## src/rtl/apb_timer_pkg.sv

```systemverilog
// Shared encodings for the APB timer register file: register offsets, FSM states, status/enable bit indices.
package apb_timer_pkg;

  typedef enum logic [1:0] {
    IDLE   = 2'b00,
    SETUP  = 2'b01,
    ACCESS = 2'b10
  } apb_state_e;

  localparam logic [1:0] OFF_TDR = 2'd0;
  localparam logic [1:0] OFF_TCR = 2'd1;
  localparam logic [1:0] OFF_TSR = 2'd2;

  localparam int unsigned TSR_OVF   = 0;
  localparam int unsigned TSR_UDF   = 1;
  localparam int unsigned TCR_OVFIE = 4;
  localparam int unsigned TCR_UDFIE = 5;

  localparam int unsigned CNT_W = 3;

endpackage

```

## src/rtl/apb_timer_regfile_if.sv

```systemverilog
// APB3 bus bundle between the interconnect (master) and the timer register file (slave).
interface apb_timer_regfile_if #(
  parameter int unsigned ADDR_WIDTH = 8,
  parameter int unsigned DATA_WIDTH = 8
);
  logic                  PSEL;
  logic                  PENABLE;
  logic                  PWRITE;
  logic [ADDR_WIDTH-1:0] PADDR;
  logic [DATA_WIDTH-1:0] PWDATA;
  logic                  PREADY;
  logic                  PSLVERR;
  logic [DATA_WIDTH-1:0] PRDATA;

  modport master (
    output PSEL, PENABLE, PWRITE, PADDR, PWDATA,
    input  PREADY, PSLVERR, PRDATA
  );

  modport slave (
    input  PSEL, PENABLE, PWRITE, PADDR, PWDATA,
    output PREADY, PSLVERR, PRDATA
  );
endinterface

```

## src/rtl/timer_ch_regs.sv

```systemverilog
// One timer channel: TDR/TCR storage, sticky W1C status with set priority, and the TDR reload strobe.
module timer_ch_regs
  import apb_timer_pkg::*;
#(
  parameter int unsigned DATA_WIDTH = 8
) (
  input  logic                  PCLK,
  input  logic                  PRESETn,
  input  logic                  wr_tdr,
  input  logic                  wr_tcr,
  input  logic                  wr_tsr,
  input  logic [DATA_WIDTH-1:0] wdata,
  input  logic                  ovf_set,
  input  logic                  udf_set,
  output logic [DATA_WIDTH-1:0] tdr,
  output logic [DATA_WIDTH-1:0] tcr,
  output logic                  ovf,
  output logic                  udf,
  output logic                  tdr_wr
);

  // An event pulse in the same cycle as a W1C keeps the flag set.
  always_ff @(posedge PCLK or negedge PRESETn) begin
    if (!PRESETn) begin
      tdr    <= '0;
      tcr    <= '0;
      ovf    <= 1'b0;
      udf    <= 1'b0;
      tdr_wr <= 1'b0;
    end else begin
      if (wr_tdr) tdr <= wdata;
      if (wr_tcr) tcr <= wdata;
      tdr_wr <= wr_tdr;
      ovf    <= ovf_set | (ovf & ~(wr_tsr & wdata[TSR_OVF]));
      udf    <= udf_set | (udf & ~(wr_tsr & wdata[TSR_UDF]));
    end
  end

endmodule

```

## src/rtl/apb_timer_regfile.sv

```systemverilog
// APB3 register file for NUM_CH timer channels with wait states and decode errors.
// Optional TIMER_IRQ_EN adds a registered irq output gated by TCR interrupt-enable bits.
module apb_timer_regfile
  import apb_timer_pkg::*;
#(
  parameter int unsigned DATA_WIDTH  = 8,
  parameter int unsigned NUM_CH      = 2,
  parameter int unsigned ADDR_WIDTH  = 8,
  parameter int unsigned WAIT_STATES = 0
) (
  input  logic                         PCLK,
  input  logic                         PRESETn,
  apb_timer_regfile_if.slave           apb,
  input  logic [NUM_CH-1:0]            ovf_set,
  input  logic [NUM_CH-1:0]            udf_set,
  output logic [NUM_CH*DATA_WIDTH-1:0] tdr_o,
  output logic [NUM_CH*DATA_WIDTH-1:0] tcr_o,
  output logic [NUM_CH-1:0]            tdr_wr
`ifdef TIMER_IRQ_EN
  ,
  output logic                         irq
`endif
);

  localparam int unsigned CH_W = ADDR_WIDTH - 2;

  apb_state_e            state;
  logic [CNT_W-1:0]      cnt;
  logic [CH_W-1:0]       ch;
  logic [1:0]            off;
  logic                  dec_err;
  logic                  ready_c;
  logic                  commit_c;
  logic [NUM_CH-1:0]     ovf_q;
  logic [NUM_CH-1:0]     udf_q;
  logic [DATA_WIDTH-1:0] rdata_c;

  assign ch       = apb.PADDR[ADDR_WIDTH-1:2];
  assign off      = apb.PADDR[1:0];
  assign dec_err  = (32'(ch) >= 32'(NUM_CH)) || (off == 2'd3);
  assign ready_c  = (state == ACCESS) && (cnt == CNT_W'(WAIT_STATES));
  assign commit_c = apb.PSEL & apb.PENABLE & ready_c & apb.PWRITE & ~dec_err;

  assign apb.PREADY  = ready_c;
  assign apb.PSLVERR = ready_c & dec_err;
  assign apb.PRDATA  = rdata_c;

  // Transfer sequencer; dropping PSEL abandons the transfer from any state.
  always_ff @(posedge PCLK or negedge PRESETn) begin
    if (!PRESETn) begin
      state <= IDLE;
      cnt   <= '0;
    end else if (!apb.PSEL) begin
      state <= IDLE;
    end else begin
      case (state)
        IDLE:    if (!apb.PENABLE) state <= SETUP;
        SETUP: begin
          state <= ACCESS;
          cnt   <= '0;
        end
        ACCESS: begin
          if (ready_c) state <= IDLE;
          else         cnt   <= cnt + CNT_W'(1);
        end
        default: state <= IDLE;
      endcase
    end
  end

  for (genvar n = 0; n < NUM_CH; n++) begin : g_ch
    logic sel_c;
    assign sel_c = commit_c && (ch == CH_W'(n));

    timer_ch_regs #(.DATA_WIDTH(DATA_WIDTH)) u_ch (
      .PCLK    (PCLK),
      .PRESETn (PRESETn),
      .wr_tdr  (sel_c && (off == OFF_TDR)),
      .wr_tcr  (sel_c && (off == OFF_TCR)),
      .wr_tsr  (sel_c && (off == OFF_TSR)),
      .wdata   (apb.PWDATA),
      .ovf_set (ovf_set[n]),
      .udf_set (udf_set[n]),
      .tdr     (tdr_o[n*DATA_WIDTH +: DATA_WIDTH]),
      .tcr     (tcr_o[n*DATA_WIDTH +: DATA_WIDTH]),
      .ovf     (ovf_q[n]),
      .udf     (udf_q[n]),
      .tdr_wr  (tdr_wr[n])
    );
  end

  // Read data is only presented in the completing cycle of a decodable access.
  always_comb begin
    rdata_c = '0;
    if (ready_c && !dec_err) begin
      for (int n = 0; n < NUM_CH; n++) begin
        if (ch == CH_W'(n)) begin
          case (off)
            OFF_TDR: rdata_c = tdr_o[n*DATA_WIDTH +: DATA_WIDTH];
            OFF_TCR: rdata_c = tcr_o[n*DATA_WIDTH +: DATA_WIDTH];
            OFF_TSR: begin
              rdata_c[TSR_OVF] = ovf_q[n];
              rdata_c[TSR_UDF] = udf_q[n];
            end
            default: rdata_c = '0;
          endcase
        end
      end
    end
  end

`ifdef TIMER_IRQ_EN
  logic irq_c;

  always_comb begin
    irq_c = 1'b0;
    for (int n = 0; n < NUM_CH; n++) begin
      irq_c = irq_c
            | (ovf_q[n] & tcr_o[n*DATA_WIDTH + TCR_OVFIE])
            | (udf_q[n] & tcr_o[n*DATA_WIDTH + TCR_UDFIE]);
    end
  end

  always_ff @(posedge PCLK or negedge PRESETn) begin
    if (!PRESETn) irq <= 1'b0;
    else          irq <= irq_c;
  end
`endif

endmodule

```

## src/flat_wrapper.sv

```systemverilog
// flat-port wrapper written by rule: the top's interface ports become plain ports
module apb_timer_regfile_flat import apb_timer_pkg::*;
#(
  parameter int unsigned DATA_WIDTH  = 8,
  parameter int unsigned NUM_CH      = 2,
  parameter int unsigned ADDR_WIDTH  = 8,
  parameter int unsigned WAIT_STATES = 0
)
  (PCLK, PRESETn, ovf_set, udf_set, tdr_o, tcr_o, tdr_wr, apb_PSEL, apb_PENABLE, apb_PWRITE, apb_PADDR, apb_PWDATA, apb_PREADY, apb_PSLVERR, apb_PRDATA);
  apb_timer_regfile_if #(.ADDR_WIDTH(ADDR_WIDTH), .DATA_WIDTH(DATA_WIDTH)) apb_i ();
  input  logic PCLK;
  input  logic PRESETn;
  input  logic [NUM_CH-1:0] ovf_set;
  input  logic [NUM_CH-1:0] udf_set;
  output logic [NUM_CH*DATA_WIDTH-1:0] tdr_o;
  output logic [NUM_CH*DATA_WIDTH-1:0] tcr_o;
  output logic [NUM_CH-1:0] tdr_wr;
  input wire logic [$bits(apb_i.PSEL)-1:0] apb_PSEL;
  input wire logic [$bits(apb_i.PENABLE)-1:0] apb_PENABLE;
  input wire logic [$bits(apb_i.PWRITE)-1:0] apb_PWRITE;
  input wire logic [$bits(apb_i.PADDR)-1:0] apb_PADDR;
  input wire logic [$bits(apb_i.PWDATA)-1:0] apb_PWDATA;
  output wire logic [$bits(apb_i.PREADY)-1:0] apb_PREADY;
  output wire logic [$bits(apb_i.PSLVERR)-1:0] apb_PSLVERR;
  output wire logic [$bits(apb_i.PRDATA)-1:0] apb_PRDATA;
  assign apb_i.PSEL = apb_PSEL;
  assign apb_i.PENABLE = apb_PENABLE;
  assign apb_i.PWRITE = apb_PWRITE;
  assign apb_i.PADDR = apb_PADDR;
  assign apb_i.PWDATA = apb_PWDATA;
  assign apb_PREADY = apb_i.PREADY;
  assign apb_PSLVERR = apb_i.PSLVERR;
  assign apb_PRDATA = apb_i.PRDATA;
  apb_timer_regfile #(.DATA_WIDTH(DATA_WIDTH), .NUM_CH(NUM_CH), .ADDR_WIDTH(ADDR_WIDTH), .WAIT_STATES(WAIT_STATES)) u_core (.PCLK(PCLK), .PRESETn(PRESETn), .apb(apb_i), .ovf_set(ovf_set), .udf_set(udf_set), .tdr_o(tdr_o), .tcr_o(tcr_o), .tdr_wr(tdr_wr));
endmodule
```

## config.mk

```make
export PLATFORM = sky130hd
export DESIGN_NAME = apb_timer_regfile_flat
export DESIGN_NICKNAME = d
export VERILOG_FILES = /design/src/rtl/apb_timer_pkg.sv /design/src/rtl/apb_timer_regfile_if.sv /design/src/rtl/timer_ch_regs.sv /design/src/rtl/apb_timer_regfile.sv /design/src/flat_wrapper.sv
export SDC_FILE = /design/constraint.sdc
export NUM_CORES = 1
export LEC_CHECK = 0
export ABC_AREA = 0
export BUFFER_PORTS_ARGS = -buffer_cell sky130_fd_sc_hd__buf_4
export CAP_MARGIN = 20
export CORE_UTILIZATION = 57
export CTS_BUF_LIST = sky130_fd_sc_hd__clkbuf_4 sky130_fd_sc_hd__clkbuf_8
export CTS_CLUSTER_SIZE = 12
export DETAILED_ROUTE_END_ITERATION = 16
export PLACE_DENSITY_LB_ADDON = 0.1
export SYNTH_ARGS = -nofsm -noshare
export SYNTH_HDL_FRONTEND = slang
export SYNTH_SLANG_ARGS = --single-unit
```

## constraint.sdc

```tcl
create_clock -name PCLK -period 4.75 [get_ports PCLK]
set_clock_uncertainty 0.2 [all_clocks]
set_input_delay 0.475 -clock PCLK [delete_from_list [all_inputs] [get_ports PCLK]]
set_output_delay 0.475 -clock PCLK [all_outputs]
set_load 0.05 [all_outputs]
```

==> flow_summary.toml <==
[outcome]
outcome = "finished clean"

[global_routing]
grt_pass1_vias = 1697
antenna_found_initial = 0
globalRouteOverflowTotal = 0
grt_max_degree = 44
grt_usage_pct = 27.59
grt_pass1_wl_mm = 8.300

[synth]
synth_seq_cells = 43
synthArstFlopShare_pct = 100.0
synthTopCellsByArea = "dfrtp_1, mux2_2, mux4_2, mux2_4, nor2b_1"
avgSynthCellArea_um2 = 13.12
synth_edf_count = 0
synth_ff_type = "dfrtp_1"
yosysTopAreaCell = "dfrtp_1"
synth_nets = 193
synthCells = 166
netlist_area_um2 = 2178
yosys.cell_types.count = 35
synth_warnings = 0
yosysTopAreaCellShare_pct = 49.40
ys_seq_area_share_pct = 49.40

[clock_network]
clk_pin_slew_ns = 0.08
clk_path_buf_depth = 2
tritoncts = "built"
cts_made_buffers = 5
cts_root_buf = "clkbuf_8"
clock_latency_ns = 0.29
clock_sinks = 43
htreeDepth = 2

[die]
fp.dieW_um = 63.82
die_area_um2 = 4073
io_pins = 69
start_util_pct = 59.50
row_count = 22
die_y_um = 63.82
coreArea_um2 = 3661

[critical_path]
cp_num_buf_inv = 2
cp_top_family = "simple AND/OR/NAND/NOR gates"
crit_slowest_cell = "dfrtp_1"
critPathKind = "register to output port"
worst_setup_path_start_kind = "register"
worstReg2RegStart = "u_core.cnt[0]$_DFFE_PN0P_"
r2r_slack_ns = 2.17
rr_worst_depth = 6
critical_path_peak_fanout = 6
r2r-end = "u_core.g_ch[0].u_ch.tdr[4]$_DFFE_PN0P_"
crit_chain = "inv_1 > ha_1 > and4bb_4 > nand3_4 > or2_2 > nor2b_1 > buf_4"
slowest_delay_ns = 0.41
crit_required_ns = 4.07
endpoint_kind = "output port"
arrival_ns = 2.17

[timing]
slew_headroom_pct = 41.32
rsz0062_at_grt = "false"
fin_crit_ns = 2.840
fmax_mhz = 352.1
hold_viol = 0
finalMaxSlewViolations = 0
fin_hold_ws_ns = 0.1507
finalCritPeriodShare_pct = 59.80
worst_pin_slew_ns = 0.8754
setup-tns-final_ns = 0
setup_violations = 0

[hold_path]
whs_endpoint = "u_core.state[0]$_DFFE_PN0P_"
hold_depth = 2
hold_path.class = "primary input to register"
min_from = "apb_PENABLE"

[drt]
via_count = 1635
post_drt_wl_per_cell_um = 17.99
wl_mm = 5.090
ant_nets = 0
drt_pass1_iterations = 4
route.detailed.drc = 0
vias_per_cell = 5.777
dr.first_iter.drc_count = 158

[layout]
finalNetCount = 261
n_fill_cell = 251
multi_input_area_um2 = 1039
drive_gt1_share_pct = 53.19
regArea_um2 = 1076
diodes = 0
area_growth_pct = 28.78

[power_and_ir_drop]
seqPwrFrac_pct = 54.5
ir_worst_vdd_mv = 0.2174
intPower_w = 0.0005100
swShare_pct = 24.64
switchingPower_w = 0.0001667
leakage_nw = 1.391
cellPowerDensity_nw_per_um2 = 241.2
pwr-share-clk_pct = 37.0
p_comb_share_pct = 8.5

[place]
place_congestion = 0.8245
numPortBuffers = 68
place_hpwl_mm = 3.548

[run]
max_cap_violations = 0
[worst max path at each step]
stage                                                   to  slack, ns                 startpoint  cells after the start
floorplan                                    apb_PRDATA[0]       0.49               apb_PADDR[1]                      5
global placement    u_core.g_ch[0].u_ch.tdr[4]$_DFFE_PN0P_       2.24  u_core.cnt[0]$_DFFE_PN0P_                      6
detailed placement  u_core.g_ch[0].u_ch.tdr[4]$_DFFE_PN0P_       2.20  u_core.cnt[0]$_DFFE_PN0P_                      6
CTS                                          apb_PRDATA[5]       1.92  u_core.cnt[0]$_DFFE_PN0P_                      7
global route                                 apb_PRDATA[5]       1.80  u_core.cnt[1]$_DFFE_PN0P_                      7
finish                                       apb_PRDATA[5]       1.91  u_core.cnt[0]$_DFFE_PN0P_                      7
[area by class of cell]
cell class / count / area share (%)
Clock inverter: 2 / 0.5798
Timing Repair Buffer: 69 / 18.55
Multi-Input combinational cell: 112 / 37.02
Sequential cell: 43 / 38.36
Tap cell: 48 / 2.141
Clock buffer: 6 / 2.944
Inverter: 3 / 0.4014
[power groups by stage]
stage	Clock [W]	Sequential, W	Combinational [W]
after floorplan	0	0.000377	0.0000238
after global placement	0	0.000376	0.0000556
after detailed placement	0	0.000376	0.0000571
after CTS	0.000255	0.000369	0.0000579
after global routing	0.000271	0.000369	0.0000624
final	0.000251	0.000369	0.0000573
[per-layer routing]
layer | wire length [um] | track usage (%) | part of all wire, % | vias to the layer above
met4 | 97 | 12.50 | 1.9 | 0
met3 | 233 | 6.964 | 4.6 | 11
met5 | 0 | 0 | 0 | -
li1 | - | - | - | 741
met2 | 2554 | 43.48 | 50 | 65
met1 | 2204 | 35.90 | 43 | 818
[placed cells by master (no fill, tap or decap), types with 6 or more instances in the layout]
cell type	n
mux2_2	24
nand2_1	8
mux2_4	8
nor2_1	7
buf_4	68
mux4_2	6
clkbuf_8	6
dfrtp_1	43
nor2b_1	10
o21ai_0	7
[cell usage after synthesis, types with 3 or more instances]
library cell,instances
mux4_2,6
nor3_2,3
nand4_1,3
mux2_2,24
nand3_1,4
mux2_4,8
inv_1,3
dfrtp_1,43
o21ai_0,7
clkbuf_1,3
nor2b_1,10
nand2_1,8
nor2_1,7
mux2i_1,4
nand2b_1,5
[what timing repair did]
| item | 4_1_cts | 5_1_grt |
|---|---|---|
| hold buffers | 1 | 0 |
| hold endpoints to repair | 43 | 0 |
| gates resized for setup | 0 | 0 |
| buffers inserted | 0 | 0 |
[metrics by stage]
stage	total power (W)	utilization (%)	cell area (um^2)	std cells	worst slack, ns
2_1_floorplan	0.0004003	-	2178	166	0.4944
3_3_place_gp	0.0004315	73.65	2696	274	2.236
3_5_place_dp	0.0004330	73.65	2696	274	2.199
4_1_cts	0.0006815	76.62	2805	283	1.924
5_1_grt	0.0007020	76.62	2805	283	1.800
6_report	0.0006767	76.62	2805	283	1.910
[state kept, by name, indices dropped and copies added, names as in the netlist]
name / count
u_core.g_ch.u_ch.udf: 2
u_core.cnt: 3
u_core.state: 2
u_core.g_ch.u_ch.tdr: 16
u_core.g_ch.u_ch.ovf: 2
u_core.g_ch.u_ch.tcr: 16
u_core.g_ch.u_ch.tdr_wr: 2
[kinds of logic after synthesis]
group / synth area share [%]
AND/OR/NAND/NOR: 14.48
flip-flops: 49.40
multiplexers: 25.96
AO/OA/AOI/OAI: 6.089
buffers and inverters: 2.929
adder cells (fa/ha/maj): 1.149
(Power assumes the default switching activity.)
